[config.mk]
export PLATFORM = sky130hd
export DESIGN_NAME = victim_cache_arbiter
export DESIGN_NICKNAME = d
export VERILOG_FILES = /design/src/rtl/victim_cache_arbiter.sv
export SDC_FILE = /design/constraint.sdc
export NUM_CORES = 1
export LEC_CHECK = 0
export CAP_MARGIN = 20
export CORE_AREA = 2 2 383 385
export DETAILED_ROUTE_END_ITERATION = 8
export DIE_AREA = 0 0 385 387
export HOLD_SLACK_MARGIN = 0.05
export RECOVER_POWER = 25
export SYNTH_ARGS = -nofsm -noshare
export SYNTH_HDL_FRONTEND = slang
export SYNTH_SLANG_ARGS = --single-unit
[constraint.sdc]
create_clock -name clk_i -period 3.3 [get_ports clk_i]
set_clock_uncertainty 0.1 [all_clocks]
set_input_delay 0.495 -clock clk_i [delete_from_list [all_inputs] [get_ports clk_i]]
set_output_delay 0.495 -clock clk_i [all_outputs]
set_load 0.005 [all_outputs]
[src/rtl/victim_cache_arbiter.sv]
// Round-robin arbiter between the I-side and D-side L1s for the single victim cache request port.
// Keeps one transaction outstanding, routes the response to its owner, and keeps grant/hit statistics.
module victim_cache_arbiter #(
   parameter int ADDR_W = 32,
   parameter int LINE_W = 128
) (
   input  logic              clk_i,
   input  logic              rst_ni,
   input  logic              i_req_valid_i,
   input  logic              i_req_evict_i,
   input  logic [ADDR_W-1:0] i_req_addr_i,
   input  logic [LINE_W-1:0] i_req_data_i,
   output logic              i_req_ready_o,
   output logic              i_rsp_valid_o,
   output logic              i_rsp_hit_o,
   output logic [LINE_W-1:0] i_rsp_data_o,
   input  logic              d_req_valid_i,
   input  logic              d_req_evict_i,
   input  logic [ADDR_W-1:0] d_req_addr_i,
   input  logic [LINE_W-1:0] d_req_data_i,
   output logic              d_req_ready_o,
   output logic              d_rsp_valid_o,
   output logic              d_rsp_hit_o,
   output logic [LINE_W-1:0] d_rsp_data_o,
   output logic              vc_req_valid_o,
   output logic              vc_req_evict_o,
   output logic [ADDR_W-1:0] vc_req_addr_o,
   output logic [LINE_W-1:0] vc_req_data_o,
   input  logic              vc_req_ready_i,
   input  logic              vc_rsp_valid_i,
   input  logic              vc_rsp_hit_i,
   input  logic [LINE_W-1:0] vc_rsp_data_i,
   output logic [31:0]       gnt_cnt_i_o,
   output logic [31:0]       gnt_cnt_d_o,
   output logic [31:0]       hit_cnt_o,
   output logic              protocol_err_o
);

   // state | meaning
   // IDLE  | pick a winner, pulse its ready, capture the request
   // ISSUE | present captured request to the victim cache until accepted
   // WAIT  | wait for the victim cache completion, register the result
   // RESP  | one-cycle response pulse to the owner
   typedef enum logic [1:0] {IDLE, ISSUE, WAIT, RESP} state_t;

   state_t              state_q, state_d;
   logic                last_gnt_q;   // 1 = d was granted last
   logic                owner_q;      // 1 = d owns the outstanding transaction
   logic                evict_q;
   logic [ADDR_W-1:0]   addr_q;
   logic [LINE_W-1:0]   data_q;
   logic                rsp_hit_q;
   logic [LINE_W-1:0]   rsp_data_q;
   logic [31:0]         gnt_cnt_i_q, gnt_cnt_d_q, hit_cnt_q;
   logic                err_q;

   logic                win_d;
   logic                accept;
   logic                rsp_take;
   logic                rsp_hit_n;
   logic [LINE_W-1:0]   rsp_data_n;
   logic                resp_active;

   // On a tie the requester not granted last time wins.
   assign win_d      = d_req_valid_i & (~i_req_valid_i | ~last_gnt_q);
   assign rsp_take   = (state_q == WAIT) & vc_rsp_valid_i;
   assign rsp_hit_n  = vc_rsp_hit_i & ~evict_q;
   assign rsp_data_n = rsp_hit_n ? vc_rsp_data_i : '0;

   always_comb begin
      state_d        = state_q;
      accept         = 1'b0;
      i_req_ready_o  = 1'b0;
      d_req_ready_o  = 1'b0;
      vc_req_valid_o = 1'b0;
      resp_active    = 1'b0;
      unique case (state_q)
         IDLE: begin
            if (i_req_valid_i | d_req_valid_i) begin
               accept        = 1'b1;
               i_req_ready_o = ~win_d;
               d_req_ready_o = win_d;
               state_d       = ISSUE;
            end
         end
         ISSUE: begin
            vc_req_valid_o = 1'b1;
            if (vc_req_ready_i) state_d = WAIT;
         end
         WAIT: begin
            if (vc_rsp_valid_i) state_d = RESP;
         end
         RESP: begin
            resp_active = 1'b1;
            state_d     = IDLE;
         end
         default: state_d = IDLE;
      endcase
   end

   always_ff @(posedge clk_i or negedge rst_ni) begin
      if (!rst_ni) state_q <= IDLE;
      else         state_q <= state_d;
   end

   always_ff @(posedge clk_i or negedge rst_ni) begin
      if (!rst_ni) begin
         last_gnt_q  <= 1'b1;
         owner_q     <= 1'b0;
         evict_q     <= 1'b0;
         addr_q      <= '0;
         data_q      <= '0;
         rsp_hit_q   <= 1'b0;
         rsp_data_q  <= '0;
         gnt_cnt_i_q <= '0;
         gnt_cnt_d_q <= '0;
         hit_cnt_q   <= '0;
         err_q       <= 1'b0;
      end else begin
         if (accept) begin
            last_gnt_q <= win_d;
            owner_q    <= win_d;
            evict_q    <= win_d ? d_req_evict_i : i_req_evict_i;
            addr_q     <= win_d ? d_req_addr_i  : i_req_addr_i;
            data_q     <= win_d ? d_req_data_i  : i_req_data_i;
            if (win_d) gnt_cnt_d_q <= gnt_cnt_d_q + 32'd1;
            else       gnt_cnt_i_q <= gnt_cnt_i_q + 32'd1;
         end
         if (rsp_take) begin
            rsp_hit_q  <= rsp_hit_n;
            rsp_data_q <= rsp_data_n;
            if (rsp_hit_n) hit_cnt_q <= hit_cnt_q + 32'd1;
         end
         // Completions outside WAIT are dropped and flagged until reset.
         if (vc_rsp_valid_i && (state_q != WAIT)) err_q <= 1'b1;
      end
   end

   assign vc_req_evict_o = evict_q;
   assign vc_req_addr_o  = addr_q;
   assign vc_req_data_o  = data_q;

   assign i_rsp_valid_o = resp_active & ~owner_q;
   assign d_rsp_valid_o = resp_active & owner_q;
   assign i_rsp_hit_o   = i_rsp_valid_o & rsp_hit_q;
   assign d_rsp_hit_o   = d_rsp_valid_o & rsp_hit_q;
   assign i_rsp_data_o  = i_rsp_valid_o ? rsp_data_q : '0;
   assign d_rsp_data_o  = d_rsp_valid_o ? rsp_data_q : '0;

   assign gnt_cnt_i_o    = gnt_cnt_i_q;
   assign gnt_cnt_d_o    = gnt_cnt_d_q;
   assign hit_cnt_o      = hit_cnt_q;
   assign protocol_err_o = err_q;

endmodule

==> results.ini <==
[global_routing]
grt_pass1_vias=17658
grt-ovfl-total=0
grt_pass1_wl_um=162000
antenna_found_initial=70
grt_max_degree=130
grt_usage=0.159

[placed_design]
dpl.hpwl_um=102000
port_buffers=977
place.gp.congestion=0.940
placed_area_um2=30300
pre_cts_slack_ps=251

[setup_path]
path_max_fanout=65
critPathLaunchType=register
crit_arrival_ps=2540
crit_type=register to primary output
end_kind=primary output
required_ps=2700
reg2reg_slack_ps=630

[floorplanning]
core_area_um2=145000
die-area_um2=149000
die_w_um=385
die_h_um=387
start_util=0.123
rows=140
boundaryPins=978

[clock_tree]
htree_levels=2
clockBufferDepth=3
clk_latency_ps=610
cts_tree=built
numCtsBuffers=50
clkSinkCount=391
cts_root_buf=clkbuf_16
clk_pin_slew_ps=60

[status]
violations=DRC, capacitance limit, slew limit
outcome=finished, violations left

[pwr]
ir_drop_mv=0.357
p_sw_w=0.00882
p_total_w=0.0235
p_seq_frac=0.355
p_int_w=0.0147
pwr-share-comb=0.401
p_leak_nw=13.8
netSwitchingFraction=0.375
p_clk_frac=0.244
p_per_area_nw_per_um2=732

[route]
num_vias=18136
drc=4
wl_per_cell_um=27.1
first_pass_iters=9
drt-initial-drc-count=1785
ant_nets=0
vias_per_cell=3.97
wirelength_um=124000

[layout]
stdcell_area_um2=32200
layout_commonest_cell=clkdlybuf4s50_1
layout_common_cells=966 x clkdlybuf4s50_1, 388 x dfrtp_1, 137 x and2_1
multiInputGateArea_um2=7220
drive_above_1_share=0.0688
n_fill_cell=15605
area_growth_pct=80.3
seq_area_um2=9790
nets=3055

[synthesis]
synth_area_um2=17800
ys_seq_area_frac=0.548
yosys.cell_types.count=44
synth-seq-cells=391
synthesis.nets=2085
synth_cells=1620
yosysWarnings=0
synth.avg_cell_area_um2=11.0

[timing]
fin_tns_setup_ps=0
slew_violations=72
timing.fmax_ghz=0.319
setup_ws_ps=161
fin_crit_sh=0.951
hold_violations=0
worst_pin_slew_ps=2540
period_minus_slack_ps=3140
rsz0062_at_grt=false
fin_hold_ws_ps=370
setup_viol=0
slew-limit-headroom=-0.693

[run]
cap_violations=1

[worst_hold_path]
min_path_type=input pin to register

[repair_timing]
action / CTS / global route
buffers inserted: 7 / 2
pin swaps: 2 / 1
hold buffers: 1 / 0
setup endpoints to repair: 189 / 69
cloned: 2 / 1
resized for setup: 18 / 1
endpoints found under the hold margin: 59 / 0
[worst max-delay path, stage by stage, from the launching register on]
cell and delay, ps:
dfrtp_1 420, ha_4 230, nor2b_4 250, buf_16 260
and2_1 170, clkdlybuf4s50_1 540
[cells in the mapped netlist, drive strengths merged]
master / instances / area [µm²]
o21ai: 63 / 315
a222oi: 99 / 991
and3: 138 / 863
nand2: 103 / 389
dfstp: 1 / 26.3
mux2i: 62 / 621
or4: 5 / 41.3
inv: 111 / 417
xnor2: 52 / 455
nand4: 41 / 257
a21boi: 1 / 7.51
mux2: 3 / 33.8
nand4bb: 1 / 11.3
nor3: 22 / 115
a22o: 128 / 1120
ha: 8 / 100
o32ai: 1 / 8.76
nand4b: 2 / 32.5
o21bai: 1 / 7.51
nor2b: 2 / 12.5
and2: 137 / 857
nor4: 19 / 184
nor2: 12 / 45.0
nand3: 29 / 145
a21oi: 1 / 5.00
o32a: 1 / 10.0
clkbuf: 101 / 379
buf: 28 / 134
xor2: 41 / 359
and4: 11 / 96.3
a21o: 2 / 15.0
dfrtp: 390 / 9760
a21bo: 1 / 10.0
nor3b: 2 / 15.0
or3: 1 / 6.26
[per-stage QoR]
step / instances / util
finish: 4563 / 0.222
global route: 4558 / 0.222
CTS: 4545 / 0.222
detailed placement: 4443 / 0.209
global placement: 4443 / 0.209
floorplan: 1620 / -
[metal layers]
layer  vias to the layer above  global-route usage  wire [µm]
li1                       7885                   -          -
met1                      9072               0.190      48300
met2                       918               0.271      61100
met3                       217              0.0437       9780
met4                        44              0.0558       4030
met5                         -                   0        287
[sequential cells by signal (all words and copies together), names as in the netlist]
register / cells
gnt_cnt_d_o: 32
rsp_hit_q: 1
vc_req_evict_o: 1
rsp_data_q: 128
last_gnt_q: 1
protocol_err_o: 1
state_q: 2
gnt_cnt_i_o: 32
owner_q: 1
vc_req_addr_o: 32
hit_cnt_o: 32
vc_req_data_o: 128
[power by group through the flow]
| stage | clock network [W] | registers (W) | logic, W |
|---|---|---|---|
| after floorplan | 0 | 0.00753 | 0.00345 |
| final | 0.00574 | 0.00836 | 0.00944 |
| after global placement | 0 | 0.00834 | 0.00919 |
| after CTS | 0.00594 | 0.00832 | 0.00963 |
| after detailed placement | 0 | 0.00840 | 0.00928 |
| after global routing | 0.00611 | 0.00852 | 0.0102 |
[area by class of cell]
| cell class | instances | area share |
|---|---|---|
| Multi-Input combinational cell | 989 | 0.224 |
| Timing Repair Buffer | 1047 | 0.330 |
| Sequential cell | 391 | 0.304 |
| Inverter | 111 | 0.0130 |
| Antenna cell | 16 | 0.00124 |
| Clock buffer | 73 | 0.0453 |
| Clock inverter | 19 | 0.00700 |
| Tap cell | 1917 | 0.0746 |
[kinds of logic after synthesis]
group,synth area share
and+or+nand+nor,0.172
muxes,0.0367
xor gates and xnor gates,0.0456
AOI/OAI and AO/OA,0.140
DFF,0.548
buffers and inverters,0.0521
adders and majority gates,0.00561
[final timing paths]
check | start | end | cells past startpoint
worst max register to register | state_q[0] | hit_cnt_o[25] | 6
worst max-delay path | state_q[0] | i_rsp_data_o[78] | 5
min in group asynchronous | rst_ni | vc_req_data_o[127] | 2
worst min-delay path | i_req_data_i[1] | vc_req_data_o[1] | 3
max in group asynchronous | rst_ni | rsp_data_q[111] | 3
worst min register to register | vc_req_data_o[111] | vc_req_data_o[111] | 2
Power figures use the tool's default switching activity.
